`config.mk`:
```
export PLATFORM = sky130hd
export DESIGN_NAME = morse_encoder
export DESIGN_NICKNAME = d
export VERILOG_FILES = /design/src/rtl/morse_pkg.sv /design/src/rtl/morse_unit_timer.sv /design/src/rtl/morse_encoder.sv
export SDC_FILE = /design/constraint.sdc
export NUM_CORES = 1
export LEC_CHECK = 0
export BUFFER_PORTS_ARGS = -buffer_cell sky130_fd_sc_hd__buf_2
export CAP_MARGIN = 20
export CORE_UTILIZATION = 45
export CTS_BUF_LIST = sky130_fd_sc_hd__clkbuf_4
export DETAILED_ROUTE_END_ITERATION = 8
export PLACE_DENSITY = 0.7
export SYNTH_ARGS = -nofsm -noshare
export SYNTH_HDL_FRONTEND = slang
export SYNTH_HIERARCHICAL = 1
export SYNTH_SLANG_ARGS = --single-unit
export TNS_END_PERCENT = 30
```
`constraint.sdc`:
```
create_clock -name clk -period 2.95 [get_ports clk]
set_clock_uncertainty 0.05 [all_clocks]
set_input_delay 0.4425 -clock clk [delete_from_list [all_inputs] [get_ports clk]]
set_output_delay 0.4425 -clock clk [all_outputs]
set_load 0.01 [all_outputs]
```
`src/rtl/morse_pkg.sv`:
```
// Shared Morse timing definitions for the encoder and decoder paths:
// FSM states, element limits and default unit multiples.
package morse_pkg;

    typedef enum logic [1:0] {
        ST_IDLE       = 2'd0,
        ST_MARK       = 2'd1,
        ST_GAP        = 2'd2,
        ST_LETTER_GAP = 2'd3
    } morse_state_e;

    localparam int MAX_ELEMENTS         = 5;
    localparam int DOT_UNITS            = 1;
    localparam int DEF_DASH_UNITS       = 3;
    localparam int DEF_LETTER_GAP_UNITS = 3;
    localparam int UNIT_CNT_W           = 2;

    function automatic logic length_ok(input logic [2:0] len);
        return (len >= 3'd1) && (len <= 3'(MAX_ELEMENTS));
    endfunction

endpackage

```
`src/rtl/morse_unit_timer.sv`:
```
// Mod-UNIT_TICKS counter; unit_tick is a registered one-cycle pulse in the
// last tick of every unit, and clr restarts the unit from tick zero.
module morse_unit_timer #(
    parameter int UNIT_TICKS = 10_000_000
) (
    input  logic clk,
    input  logic rst_n,
    input  logic clr,
    output logic unit_tick
);
    localparam int W = (UNIT_TICKS > 1) ? $clog2(UNIT_TICKS) : 1;
    localparam logic [W-1:0] TICK_LAST = W'(UNIT_TICKS - 1);
    localparam logic [W-1:0] TICK_PRE  = W'(UNIT_TICKS - 2);

    logic [W-1:0] tick_cnt_r;
    logic         unit_tick_r;

    // Tick counter; the pulse is registered one count early so it lines up with TICK_LAST.
    always_ff @(posedge clk or negedge rst_n) begin
        if (!rst_n) begin
            tick_cnt_r  <= {W{1'b0}};
            unit_tick_r <= 1'b0;
        end else if (clr) begin
            tick_cnt_r  <= {W{1'b0}};
            unit_tick_r <= 1'b0;
        end else begin
            if (tick_cnt_r == TICK_LAST) begin
                tick_cnt_r <= {W{1'b0}};
            end else begin
                tick_cnt_r <= tick_cnt_r + W'(1);
            end
            unit_tick_r <= (tick_cnt_r == TICK_PRE);
        end
    end

    assign unit_tick = unit_tick_r;

endmodule

```
`src/rtl/morse_encoder.sv`:
```
// Keys one Morse letter (pattern MSB-first over length elements) onto tx,
// with dot/dash marks, inter-element gaps and a trailing letter gap.
module morse_encoder import morse_pkg::*; #(
    parameter int UNIT_TICKS       = 10_000_000,
    parameter int DASH_UNITS       = DEF_DASH_UNITS,
    parameter int LETTER_GAP_UNITS = DEF_LETTER_GAP_UNITS
) (
    input  logic       clk,
    input  logic       reset_n,
    input  logic       start,
    input  logic [2:0] length,
    input  logic [4:0] pattern,
    output logic       tx,
    output logic       busy,
    output logic       done
);
    localparam logic [UNIT_CNT_W-1:0] DOT_LAST  = UNIT_CNT_W'(DOT_UNITS - 1);
    localparam logic [UNIT_CNT_W-1:0] DASH_LAST = UNIT_CNT_W'(DASH_UNITS - 1);
    localparam logic [UNIT_CNT_W-1:0] LG_LAST   = UNIT_CNT_W'(LETTER_GAP_UNITS - 1);

    morse_state_e              state_r, state_next_s;
    logic                      tx_r, busy_r, done_r;
    logic                      tx_next_s, busy_next_s, done_next_s;
    logic [4:0]                pat_r;
    logic [2:0]                index_r;
    logic [UNIT_CNT_W-1:0]     unit_cnt_r;
    logic [UNIT_CNT_W-1:0]     units_last_s;
    logic                      unit_tick_s;
    logic                      period_end_s;
    logic                      accept_s;
    logic                      timer_clr_s;

    assign accept_s     = (state_r == ST_IDLE) && start && length_ok(length);
    assign period_end_s = unit_tick_s && (unit_cnt_r == units_last_s);
    // Every state change restarts both counters so each period is exact.
    assign timer_clr_s  = (state_r == ST_IDLE) || (state_next_s != state_r);

    morse_unit_timer #(
        .UNIT_TICKS (UNIT_TICKS)
    ) u_timer (
        .clk       (clk),
        .rst_n     (reset_n),
        .clr       (timer_clr_s),
        .unit_tick (unit_tick_s)
    );

    // Length of the current period in units, minus one.
    always_comb begin
        units_last_s = DOT_LAST;
        case (state_r)
            ST_MARK:       units_last_s = pat_r[index_r] ? DASH_LAST : DOT_LAST;
            ST_GAP:        units_last_s = DOT_LAST;
            ST_LETTER_GAP: units_last_s = LG_LAST;
            default:       units_last_s = DOT_LAST;
        endcase
    end

    // Next-state logic.
    always_comb begin
        state_next_s = state_r;
        case (state_r)
            ST_IDLE: begin
                if (accept_s) state_next_s = ST_MARK;
                else          state_next_s = ST_IDLE;
            end
            ST_MARK: begin
                if (period_end_s) state_next_s = (index_r == 3'd0) ? ST_LETTER_GAP : ST_GAP;
                else              state_next_s = ST_MARK;
            end
            ST_GAP: begin
                if (period_end_s) state_next_s = ST_MARK;
                else              state_next_s = ST_GAP;
            end
            ST_LETTER_GAP: begin
                if (period_end_s) state_next_s = ST_IDLE;
                else              state_next_s = ST_LETTER_GAP;
            end
            default: state_next_s = ST_IDLE;
        endcase
    end

    // Output decode from the next state so the registered outputs track the state.
    always_comb begin
        tx_next_s   = (state_next_s == ST_MARK);
        busy_next_s = (state_next_s != ST_IDLE);
        done_next_s = (state_r == ST_LETTER_GAP) && (state_next_s == ST_IDLE);
    end

    // State and output registers.
    always_ff @(posedge clk or negedge reset_n) begin
        if (!reset_n) begin
            state_r <= ST_IDLE;
            tx_r    <= 1'b0;
            busy_r  <= 1'b0;
            done_r  <= 1'b0;
        end else begin
            state_r <= state_next_s;
            tx_r    <= tx_next_s;
            busy_r  <= busy_next_s;
            done_r  <= done_next_s;
        end
    end

    // Latched letter, element index and unit counter.
    always_ff @(posedge clk or negedge reset_n) begin
        if (!reset_n) begin
            pat_r      <= 5'd0;
            index_r    <= 3'd0;
            unit_cnt_r <= {UNIT_CNT_W{1'b0}};
        end else begin
            if (accept_s) begin
                pat_r   <= pattern;
                index_r <= length - 3'd1;
            end else if ((state_r == ST_MARK) && period_end_s && (index_r != 3'd0)) begin
                index_r <= index_r - 3'd1;
            end
            if (timer_clr_s) begin
                unit_cnt_r <= {UNIT_CNT_W{1'b0}};
            end else if (unit_tick_s) begin
                unit_cnt_r <= unit_cnt_r + UNIT_CNT_W'(1);
            end
        end
    end

    assign tx   = tx_r;
    assign busy = busy_r;
    assign done = done_r;

endmodule

```
Word-level counts from Yosys, hierarchy flattened
Cells that the tools add are included.
{ "word_totals": {"register_bits": 40, "in_bits": 11, "out_inout_bits": 3, "wordCells": 56} }
{ "classes": {"n_addsub": 4, "n_lt_le_gt_ge": 3, "n_eq_ne": 8, "n_mux": 17, "n_reduce_logical": 15} }
{ "ops": {"columns": ["op", "n"], "rows": [
  ["$eq 24x24->1 const B", 2],
  ["$mux 24", 2],
  ["$add 24x1->24 const B", 1],
  ["$mux 2", 6],
  ["$pmux 2 s4", 1],
  ["$logic_and 1x1->1", 7],
  ["$mux 3", 2],
  ["$reduce_bool 2->1", 3],
  ["$sub 3x1->3 const B", 2],
  ["$eq 2x1->1 const B", 2],
  ["$eq 2x2->1 const B", 2],
  ["$logic_not 2->1", 2],
  ["$lt 3x4->1 const B", 1],
  ["$mux 1", 4],
  ["$pmux 2 s2", 1],
  ["$bmux 1 s3", 1],
  ["$ge 3x1->1 const B", 1],
  ["$le 3x3->1 const B", 1],
  ["$logic_not 3->1", 1],
  ["$reduce_bool 3->1", 1],
  ["$add 2x1->2 const B", 1],
  ["$eq 2x2->1", 1],
  ["$ne 2x2->1", 1],
  ["$logic_or 1x1->1", 1]
]} }

Depth between registers and ports, before layout
Gate-level depths: netlist of run 1.
{ "logic_depth": {"ltp_word": 11, "mapped_depth": 9, "ltp_nobuf": 7} }

Cells and area by module
Netlist of run 1, hierarchy kept.
{ "by_module_without_submodules": {"columns": ["module", "n_inst", "cells_per_inst", "area_per_inst_um2", "seq_area_each_um2"], "rows": [
  ["morse_unit_timer", 1, 133, 1271.2, 625.6],
  ["morse_encoder", 1, 109, 996.0, 375.4]
]} }

Worst setup path before layout of run 1
OpenSTA, ideal clock, no wires.
{ "synth_timing": {"path_kind": "reg-to-reg", "from": "register index_r[1]", "to": "register u_timer.tick_cnt_r[3]", "setup_time_ps": 132, "arrival_time_ps": 1999, "slack_ps": 769, "path_stages_with_launch": 9, "path_buffers": 1, "path_cell_list": "dfrtp_1 -> mux2_4 -> a211o_1 -> nor2_1 -> a31oi_1 -> o22ai_1 -> a31o_2 -> clkbuf_1 -> nor2_1"} }
{ "synth_via": {"elab_chain_len": 11} }
{ "synth_rtl": {"columns": ["item", "line_no", "text"], "rows": [
  ["start, declared", "morse_encoder.sv:25", "logic [2:0] index_r;"],
  ["start signal, assigned", "morse_encoder.sv:113", "index_r <= length - 3'd1;"],
  ["start signal, assigned", "morse_encoder.sv:115", "index_r <= index_r - 3'd1;"],
  ["$bmux 1 s3", "morse_encoder.sv:51", "ST_MARK: units_last_s = pat_r[index_r] ? DASH_LAST : DOT_LAST;"],
  ["$mux 1 (implied by the code)", "morse_encoder.sv:51", null],
  ["$mux 2", "morse_encoder.sv:51", null],
  ["$pmux 2 s2", "morse_encoder.sv:50", "case (state_r)"],
  ["$eq 2x2->1", "morse_encoder.sv:34", "assign period_end_s = unit_tick_s && (unit_cnt_r == units_last_s);"],
  ["$logic_and 1x1->1", "morse_encoder.sv:34", null],
  ["$mux 2, on equally long branches", "morse_encoder.sv:75, morse_encoder.sv:67, morse_encoder.sv:71", null],
  ["$pmux 2 s4 (*)", "morse_encoder.sv:61", "case (state_r)"],
  ["$ne 2x2->1 (*)", "morse_encoder.sv:36", "assign timer_clr_s = (state_r == ST_IDLE) || (state_next_s != state_r);"],
  ["$logic_or 1x1->1 (*)", "morse_encoder.sv:36", null],
  ["named net timer_clr_s", "morse_encoder.sv:31", "logic timer_clr_s;"],
  ["$mux 24 (*)", "morse_unit_timer.sv:23", "end else if (clr) begin"],
  ["end signal, assigned", "morse_unit_timer.sv:21", "tick_cnt_r <= {W{1'b0}};"],
  ["end signal, assigned", "morse_unit_timer.sv:24", "tick_cnt_r <= {W{1'b0}};"],
  ["end signal, assigned", "morse_unit_timer.sv:28", "tick_cnt_r <= {W{1'b0}};"],
  ["end, declared", "morse_unit_timer.sv:15", "logic [W-1:0] tick_cnt_r;"]
]} }
Mark *: on every way through the listed nets, which the timed path passes. The rest lies on a longest branch. The select of a mux whose other input is x is not followed.
A chain may end at the register's enable or synchronous reset.

Final worst setup path of run 1
{ "layout_timing": {"from": "register index_r[1]", "to": "register u_timer.tick_cnt_r[9]"} }
The elaborated chain is that of the path after synthesis.

==> impl_metrics.env, run 1 <==
export IMPL_critPathMaxStageDelay_ns=0.46
export IMPL_drive_gt1_share_pct=14.90
export IMPL_switching_power_uw=202.2
export IMPL_start_util_pct=47.37
export IMPL_total_power_mw=1.107
export IMPL_cts_root_buf="clkbuf_4"
export IMPL_ys_warnings_count=6
export IMPL_antennaDiodeCount=0
export IMPL_dp_cells=314
export IMPL_setup_tns_ns=0
export IMPL_syn_nets=259
export IMPL_switching_share_pct=18.26
export IMPL_wirelength_um=4112
export IMPL_worst_path_most_repeated_cell="nor2_1"
export IMPL_fp_row_count=25
export IMPL_io_buffers=13
export IMPL_final_cell_mix="dfrtp_1, nor2_1, inv_1"
export IMPL_cp_depth=7
export IMPL_coreArea_mm2=0.004786
export IMPL_criticalPathCategory="reg -> reg"
export IMPL_startpoint_type="flip-flop"
export IMPL_drv_cap=0
export IMPL_p_per_area_mw_per_mm2=441.0
export IMPL_p_leak_nw=1.099
export IMPL_final_common_cell="dfrtp_1"
export IMPL_critPathRequiredTime_ns=3.13
export IMPL_rr_worst_depth=7
export IMPL_io_pins=14
export IMPL_pwr_share_seq_pct=49.5
export IMPL_hold_violations=0
export IMPL_yosys_area_top_type="dfrtp_1"
export IMPL_setup_violations_final=0
export IMPL_p_int_uw=905.2
export IMPL_cp_max_fo=20
export IMPL_post_route_util_pct=52.47
export IMPL_route_detailed_wl_per_inst_um=12.77
export IMPL_final_min_clock_period_ns=2.416
export IMPL_finalCritPeriodShare_pct=81.89
export IMPL_cts_resized=0
export IMPL_track_usage_pct=18.47
export IMPL_fin_nets=271
export IMPL_synth_edf_count=0
export IMPL_clockBufferDepth=2
export IMPL_ys_seq_elements=40
export IMPL_dieArea_mm2=0.005326
export IMPL_synth_top_area_share_pct=44.15
export IMPL_ys_types=45
export IMPL_combPwrFrac_pct=2.3
export IMPL_synth_main_ff_cell="dfrtp_1"
export IMPL_area_growth_pct=10.76
export IMPL_dr_pass1_iters=4
export IMPL_end_kind="flip-flop"
export IMPL_postLayoutCellArea_mm2=0.002511
export IMPL_worst_slack_ns=0.5343
export IMPL_vias=1767
export IMPL_path_buf_inv=0
export IMPL_yosys_top_cells_area="dfrtp_1, nor2_1, xnor2_1"
export IMPL_antenna_found_initial=0
export IMPL_yosysSeqAreaShare_pct=44.15
export IMPL_clkPwrFrac_pct=48.2
export IMPL_syn_area_per_cell_um2=9.368
export IMPL_htreeDepth=2
export IMPL_path_cells="mux2_4 -> a211o_1 -> nor2_1 -> a31oi_1 -> o22ai_1 -> a31o_2 -> nor2_1"
export IMPL_grt_max_degree=41
export IMPL_slew_limit_headroom_pct=41.78
export IMPL_crit_arrival_ns=2.59
export IMPL_peakVddDrop_uv=265.4
export IMPL_cts_clk_slew_worst_paths_ns=0.14
export IMPL_whs_ns=0.1277
export IMPL_die_y_um=72.98
export IMPL_cts_tree="built"
export IMPL_drv_slew=0
export IMPL_drt_iter0_drc=121
export IMPL_cts_buffers=5
export IMPL_crit_path_top_delay_cell="dfrtp_1"
export IMPL_insertion_delay_ns=0.36
export IMPL_overflow=0
export IMPL_place_area_mm2=0.002384
export IMPL_dp_slack_ns=0.5654
export IMPL_grt_pass1_wl_um=7562
export IMPL_synth_cell_area_mm2=0.002267
export IMPL_drcViolationCount=0
export IMPL_cts_hold_buf=0
export IMPL_async_flop_share_pct=100.0
export IMPL_cts_sinks=40
export IMPL_instances_no_fill=322
export IMPL_post_cts_buffers=0
export IMPL_rsz0062_at_grt="false"
export IMPL_hold_path_class="in -> async"
export IMPL_syn_instance_count=242
export IMPL_cpLargestDelayFamily="compound AO/OA/AOI/OAI gates"
export IMPL_worst_pin_slew_ns=0.8733
export IMPL_ant_nets=0
export IMPL_place_gp_congestion=0.7573
export IMPL_vias_per_cell=5.488
export IMPL_outcome="finished, final reports clean"
export IMPL_grt_pass1_vias=1649
export IMPL_die_width_um=72.98
export IMPL_place_hpwl_um=2949
export IMPL_max_freq_mhz=414.0
-- registers in the layout, summed over array words and instances (netlist names) --
name                count
done                    1
index_r                 3
state_r                 2
pat_r                   5
unit_cnt_r              2
tx                      1
u_timer/unit_tick       1
u_timer/tick_cnt_r     24
busy                    1
-- synth_stat cells (all sizes together), types with 2 or more instances --
cell type  instances
a21oi             13
a31oi              4
and4bb             2
buf                2
clkbuf             6
dfrtp             40
ha                 6
inv               16
mux2               8
nand2             14
nand2b             2
nand3              6
nand4              9
nor2              29
nor2b              3
nor3              10
nor4               4
o211a              2
o211ai             2
o21ai             10
o22ai              3
o31ai              3
or2                2
or3                9
or4                7
xnor2             12
xor2               4
-- final cells by class --
cell class / count / area [µm²]
clock buffer: 5 / 37.54
clock inverter: 3 / 90.09
fill: 439 / 2275
inverter: 16 / 60.06
multi-input combinational: 178 / 1174
sequential: 40 / 1001
tap: 67 / 83.83
timing repair buffer: 13 / 65.06
-- path summary, 6_finish.rpt --
check,to,startpoint,slack (ns)
max,u_timer/tick_cnt_r[9]$_DFF_PN0_,index_r[1]$_DFFE_PN0P_,0.53
min,u_timer/tick_cnt_r[18]$_DFF_PN0_,reset_n,0.13
max reg2reg,u_timer/tick_cnt_r[9]$_DFF_PN0_,index_r[1]$_DFFE_PN0P_,0.53
min reg2reg,pat_r[0]$_DFFE_PN0P_,pat_r[0]$_DFFE_PN0P_,0.47
max in group asynchronous,index_r[1]$_DFFE_PN0P_,reset_n,2.16
min in group clk,pat_r[0]$_DFFE_PN0P_,pattern[0],0.27
-- logic make-up (layout without fill, tap and decap cells) --
logic type / after synthesis / after routing / share of synthesized area (%)
simple gates: 101 / 101 / 24.28
compound gates: 46 / 46 / 13.41
flops: 40 / 40 / 44.15
buf+inv: 24 / 37 / 4.084
xor+xnor: 16 / 16 / 6.181
mux: 9 / 9 / 4.581
fa+ha+maj: 6 / 6 / 3.311
-- worst reg2reg max path, cell delays in order (launching register included) --
cell     delay (ns)
dfrtp_1        0.46
mux2_4         0.34
a211o_1        0.35
nor2_1         0.12
a31oi_1        0.05
o22ai_1        0.38
a31o_2         0.45
nor2_1         0.11
-- power by group through the flow --
stage	Combinational, mW	Clock (mW)	Sequential, mW
after global routing	0.0300	0.567	0.548
after CTS	0.0260	0.546	0.548
after floorplan	0.00638	0	0.559
final	0.0251	0.534	0.548
after detailed placement	0.0260	0	0.559
after global placement	0.0256	0	0.559
-- layer usage --
metal / GRT usage (%) / wire [µm]
met5: 0 / 0
met4: 6.536 / 63
met3: 4.558 / 153
met2: 28.09 / 1777
met1: 25.60 / 2116
(Power assumes the default switching activity.)
==> inputs of run 2 (changes only) <==
- ABC_AREA: unset -> 1
- clock period: 2.95 -> 2.5 ns (I/O delays scaled with it)
==> run 2 against run 1 <==
  * Clock power fell by 35%
  * Die area rose by 5.0%
  * Sequential share of layout area fell by 1.2 points
  * Combinational power rose by 8.4%
  * Design area rose by 3.2%
  * Via count rose by 12%
  * Area after synthesis rose by 5.1%
  * Largest cell class unchanged
  * Highest routed layer unchanged
  * Critical path depth rose by 6
  * Sequential power rose by 18%
  * Global-route usage rose by 0.47 points
  * Core utilization fell by 1.7 points
==> impl_metrics.env, run 2 <==
export IMPL_antennaDiodeCount=0
export IMPL_place_hpwl_um=3511
export IMPL_crit_arrival_ns=2.11
export IMPL_drive_gt1_share_pct=16.07
export IMPL_cts_clk_slew_worst_paths_ns=0.13
export IMPL_yosys_top_cells_area="dfrtp_1, nand2_1, nor2_1"
export IMPL_io_pins=14
export IMPL_final_min_clock_period_ns=1.846
export IMPL_setup_violations_final=0
export IMPL_critPathMaxStageDelay_ns=0.43
export IMPL_p_int_uw=785.7
export IMPL_fp_row_count=26
export IMPL_criticalPathCategory="reg -> reg"
export IMPL_hold_violations=0
export IMPL_rsz0062_at_grt="false"
export IMPL_insertion_delay_ns=0.36
export IMPL_grt_max_degree=41
export IMPL_grt_pass1_wl_um=7852
export IMPL_vias_per_cell=4.884
export IMPL_switching_power_uw=235.2
export IMPL_cp_depth=13
export IMPL_crit_path_top_delay_cell="dfrtp_1"
export IMPL_cp_max_fo=6
export IMPL_worst_path_most_repeated_cell="nand2_1"
export IMPL_combPwrFrac_pct=2.7
export IMPL_synth_edf_count=0
export IMPL_drv_slew=0
export IMPL_critPathRequiredTime_ns=2.76
export IMPL_post_route_util_pct=50.73
export IMPL_synth_top_area_share_pct=41.99
export IMPL_pwr_share_seq_pct=63.4
export IMPL_largest_register="u_timer/tick_cnt_r"
export IMPL_max_freq_mhz=541.6
export IMPL_clockBufferDepth=2
export IMPL_path_buf_inv=2
export IMPL_hold_path_class="in -> async"
export IMPL_end_kind="flip-flop"
export IMPL_reg_top3="u_timer/tick_cnt_r x24, pat_r x5, index_r x3"
export IMPL_cts_buffers=5
export IMPL_ant_nets=0
export IMPL_area_growth_pct=8.714
export IMPL_ys_seq_elements=40
export IMPL_finalCritPeriodShare_pct=73.85
export IMPL_fin_nets=352
export IMPL_total_power_mw=1.021
export IMPL_timing_rr_start="index_r[0]$_DFFE_PN0P_"
export IMPL_track_usage_pct=18.95
export IMPL_die_y_um=74.78
export IMPL_place_gp_congestion=0.8321
export IMPL_cts_resized=0
export IMPL_wirelength_um=4724
export IMPL_cts_hold_buf=0
export IMPL_setup_tns_ns=0
export IMPL_grt_pass1_vias=1797
export IMPL_drv_cap=0
export IMPL_switching_share_pct=23.04
export IMPL_worst_pin_slew_ns=0.8788
export IMPL_coreArea_mm2=0.005107
export IMPL_cts_root_buf="clkbuf_4"
export IMPL_vias=1983
export IMPL_ys_types=27
export IMPL_final_common_cell="nand2_1"
export IMPL_place_area_mm2=0.002535
export IMPL_io_buffers=13
export IMPL_overflow=0
export IMPL_path_cells="inv_2 -> nand2_1 -> nand3_1 -> nand2_1 -> nand2_1 -> nand2_2 -> nand3_2 -> nand3_4 -> o21ai_1 -> inv_1 -> nand2_1 -> nor3_1 -> and3_1"
export IMPL_syn_nets=334
export IMPL_yosys_area_top_type="dfrtp_1"
export IMPL_startpoint_type="flip-flop"
export IMPL_async_flop_share_pct=100.0
export IMPL_cpLargestDelayFamily="simple AND/OR/NAND/NOR gates"
export IMPL_largest_reg_flops=24
export IMPL_cts_tree="built"
export IMPL_rr_worst_depth=13
export IMPL_dr_pass1_iters=6
export IMPL_syn_instance_count=317
export IMPL_startpoint="index_r[0]$_DFFE_PN0P_"
export IMPL_postLayoutCellArea_mm2=0.002591
export IMPL_ys_warnings_count=6
export IMPL_final_cell_mix="nand2_1, nor2_1, dfrtp_1"
export IMPL_clkPwrFrac_pct=34.0
export IMPL_synth_main_ff_cell="dfrtp_1"
export IMPL_synth_common_cells="nand2_1, nor2_1, dfrtp_1"
export IMPL_route_detailed_wl_per_inst_um=11.64
export IMPL_drcViolationCount=0
export IMPL_yosysSeqAreaShare_pct=41.99
export IMPL_p_per_area_mw_per_mm2=394.0
export IMPL_syn_area_per_cell_um2=7.519
export IMPL_synth_cell_area_mm2=0.002384
export IMPL_post_cts_buffers=0
export IMPL_start_util_pct=46.67
export IMPL_htreeDepth=2
export IMPL_dieArea_mm2=0.005592
export IMPL_cts_sinks=40
export IMPL_p_leak_nw=1.243
export IMPL_outcome="finished, final reports clean"
export IMPL_synth_most_common_cell="nand2_1"
export IMPL_antenna_found_initial=0
export IMPL_drt_iter0_drc=109
export IMPL_die_width_um=74.78
export IMPL_peakVddDrop_uv=164.4
export IMPL_slew_limit_headroom_pct=41.41
## run 2: cell count changes after synthesis, sizes merged, moves of 4 or more
cell   change
nand3     +22
nor3       -8
or4        -7
nor4       -4
or3        -9
inv       +20
xor2       +4
nand2     +70
mux2       -7
xnor2      -6
nor2      +44
## run 2: through the flow
stage	setup WS [ns]	hold slack, ns	std cells
2_1_floorplan	0.8030	0.02941	317
3_3_place_gp	0.7352	0.4507	398
3_5_place_dp	0.6750	0.4602	398
4_1_cts	0.6644	0.1163	406
5_1_grt	0.3852	0.1622	406
6_report	0.6538	0.06764	406
## run 2: cell type report
| cell class | instances | area [µm²] |
|---|---|---|
| Sequential cell | 40 | 1001 |
| Tap cell | 70 | 87.58 |
| Multi-Input combinational cell | 237 | 1231 |
| Clock inverter | 1 | 3.754 |
| Inverter | 36 | 135.1 |
| Fill cell | 501 | 2516 |
| Timing Repair Buffer | 15 | 80.08 |
| Clock buffer | 7 | 52.55 |
## run 2: power groups by stage
| stage | logic [mW] | registers [mW] | clock network (mW) |
|---|---|---|---|
| final | 0.0272 | 0.647 | 0.347 |
| after global routing | 0.0331 | 0.647 | 0.381 |
| after CTS | 0.0290 | 0.647 | 0.353 |
| after detailed placement | 0.0290 | 0.659 | 0 |
| after global placement | 0.0280 | 0.659 | 0 |
| after floorplan | 0.00539 | 0.659 | 0 |
## run 2: metal layers
metal	GRT usage [%]	vias to the layer above	routed length [µm]
li1	-	1035	-
met1	24.68	897	2269
met2	30.53	40	2176
met3	2.945	11	169
met4	9.853	0	108
met5	0	-	0
## run 2: kinds of logic after synthesis
family	Yosys count	synth area share, %
simple gates	195	38.22
xor+xnor	14	5.144
fa+ha+maj	6	3.150
mux	2	0.8924
flops	40	41.99
compound gates	20	4.252
buf+inv	40	6.351
## run 2: worst paths after layout
path                                                         to  slack (ns)
max in group asynchronous       u_timer/tick_cnt_r[4]$_DFF_PN0_        1.76
worst max-delay path                u_timer/unit_tick$_DFF_PN0_        0.65
worst min-delay path                     index_r[2]$_DFFE_PN0P_        0.07
min in group clk                           pat_r[4]$_DFFE_PN0P_        0.17
worst min register to register             pat_r[0]$_DFFE_PN0P_        0.48
worst max register to register      u_timer/unit_tick$_DFF_PN0_        0.65
## run 2: worst register-to-register path, delay by kind of cell (launching register included)
| kind | cells | cell delay [ns] |
|---|---|---|
| AND/OR/NAND/NOR | 10 | 0.97 |
| AO/OA/AOI/OAI | 1 | 0.09 |
| flip-flops | 1 | 0.43 |
| buffers and inverters | 2 | 0.27 |
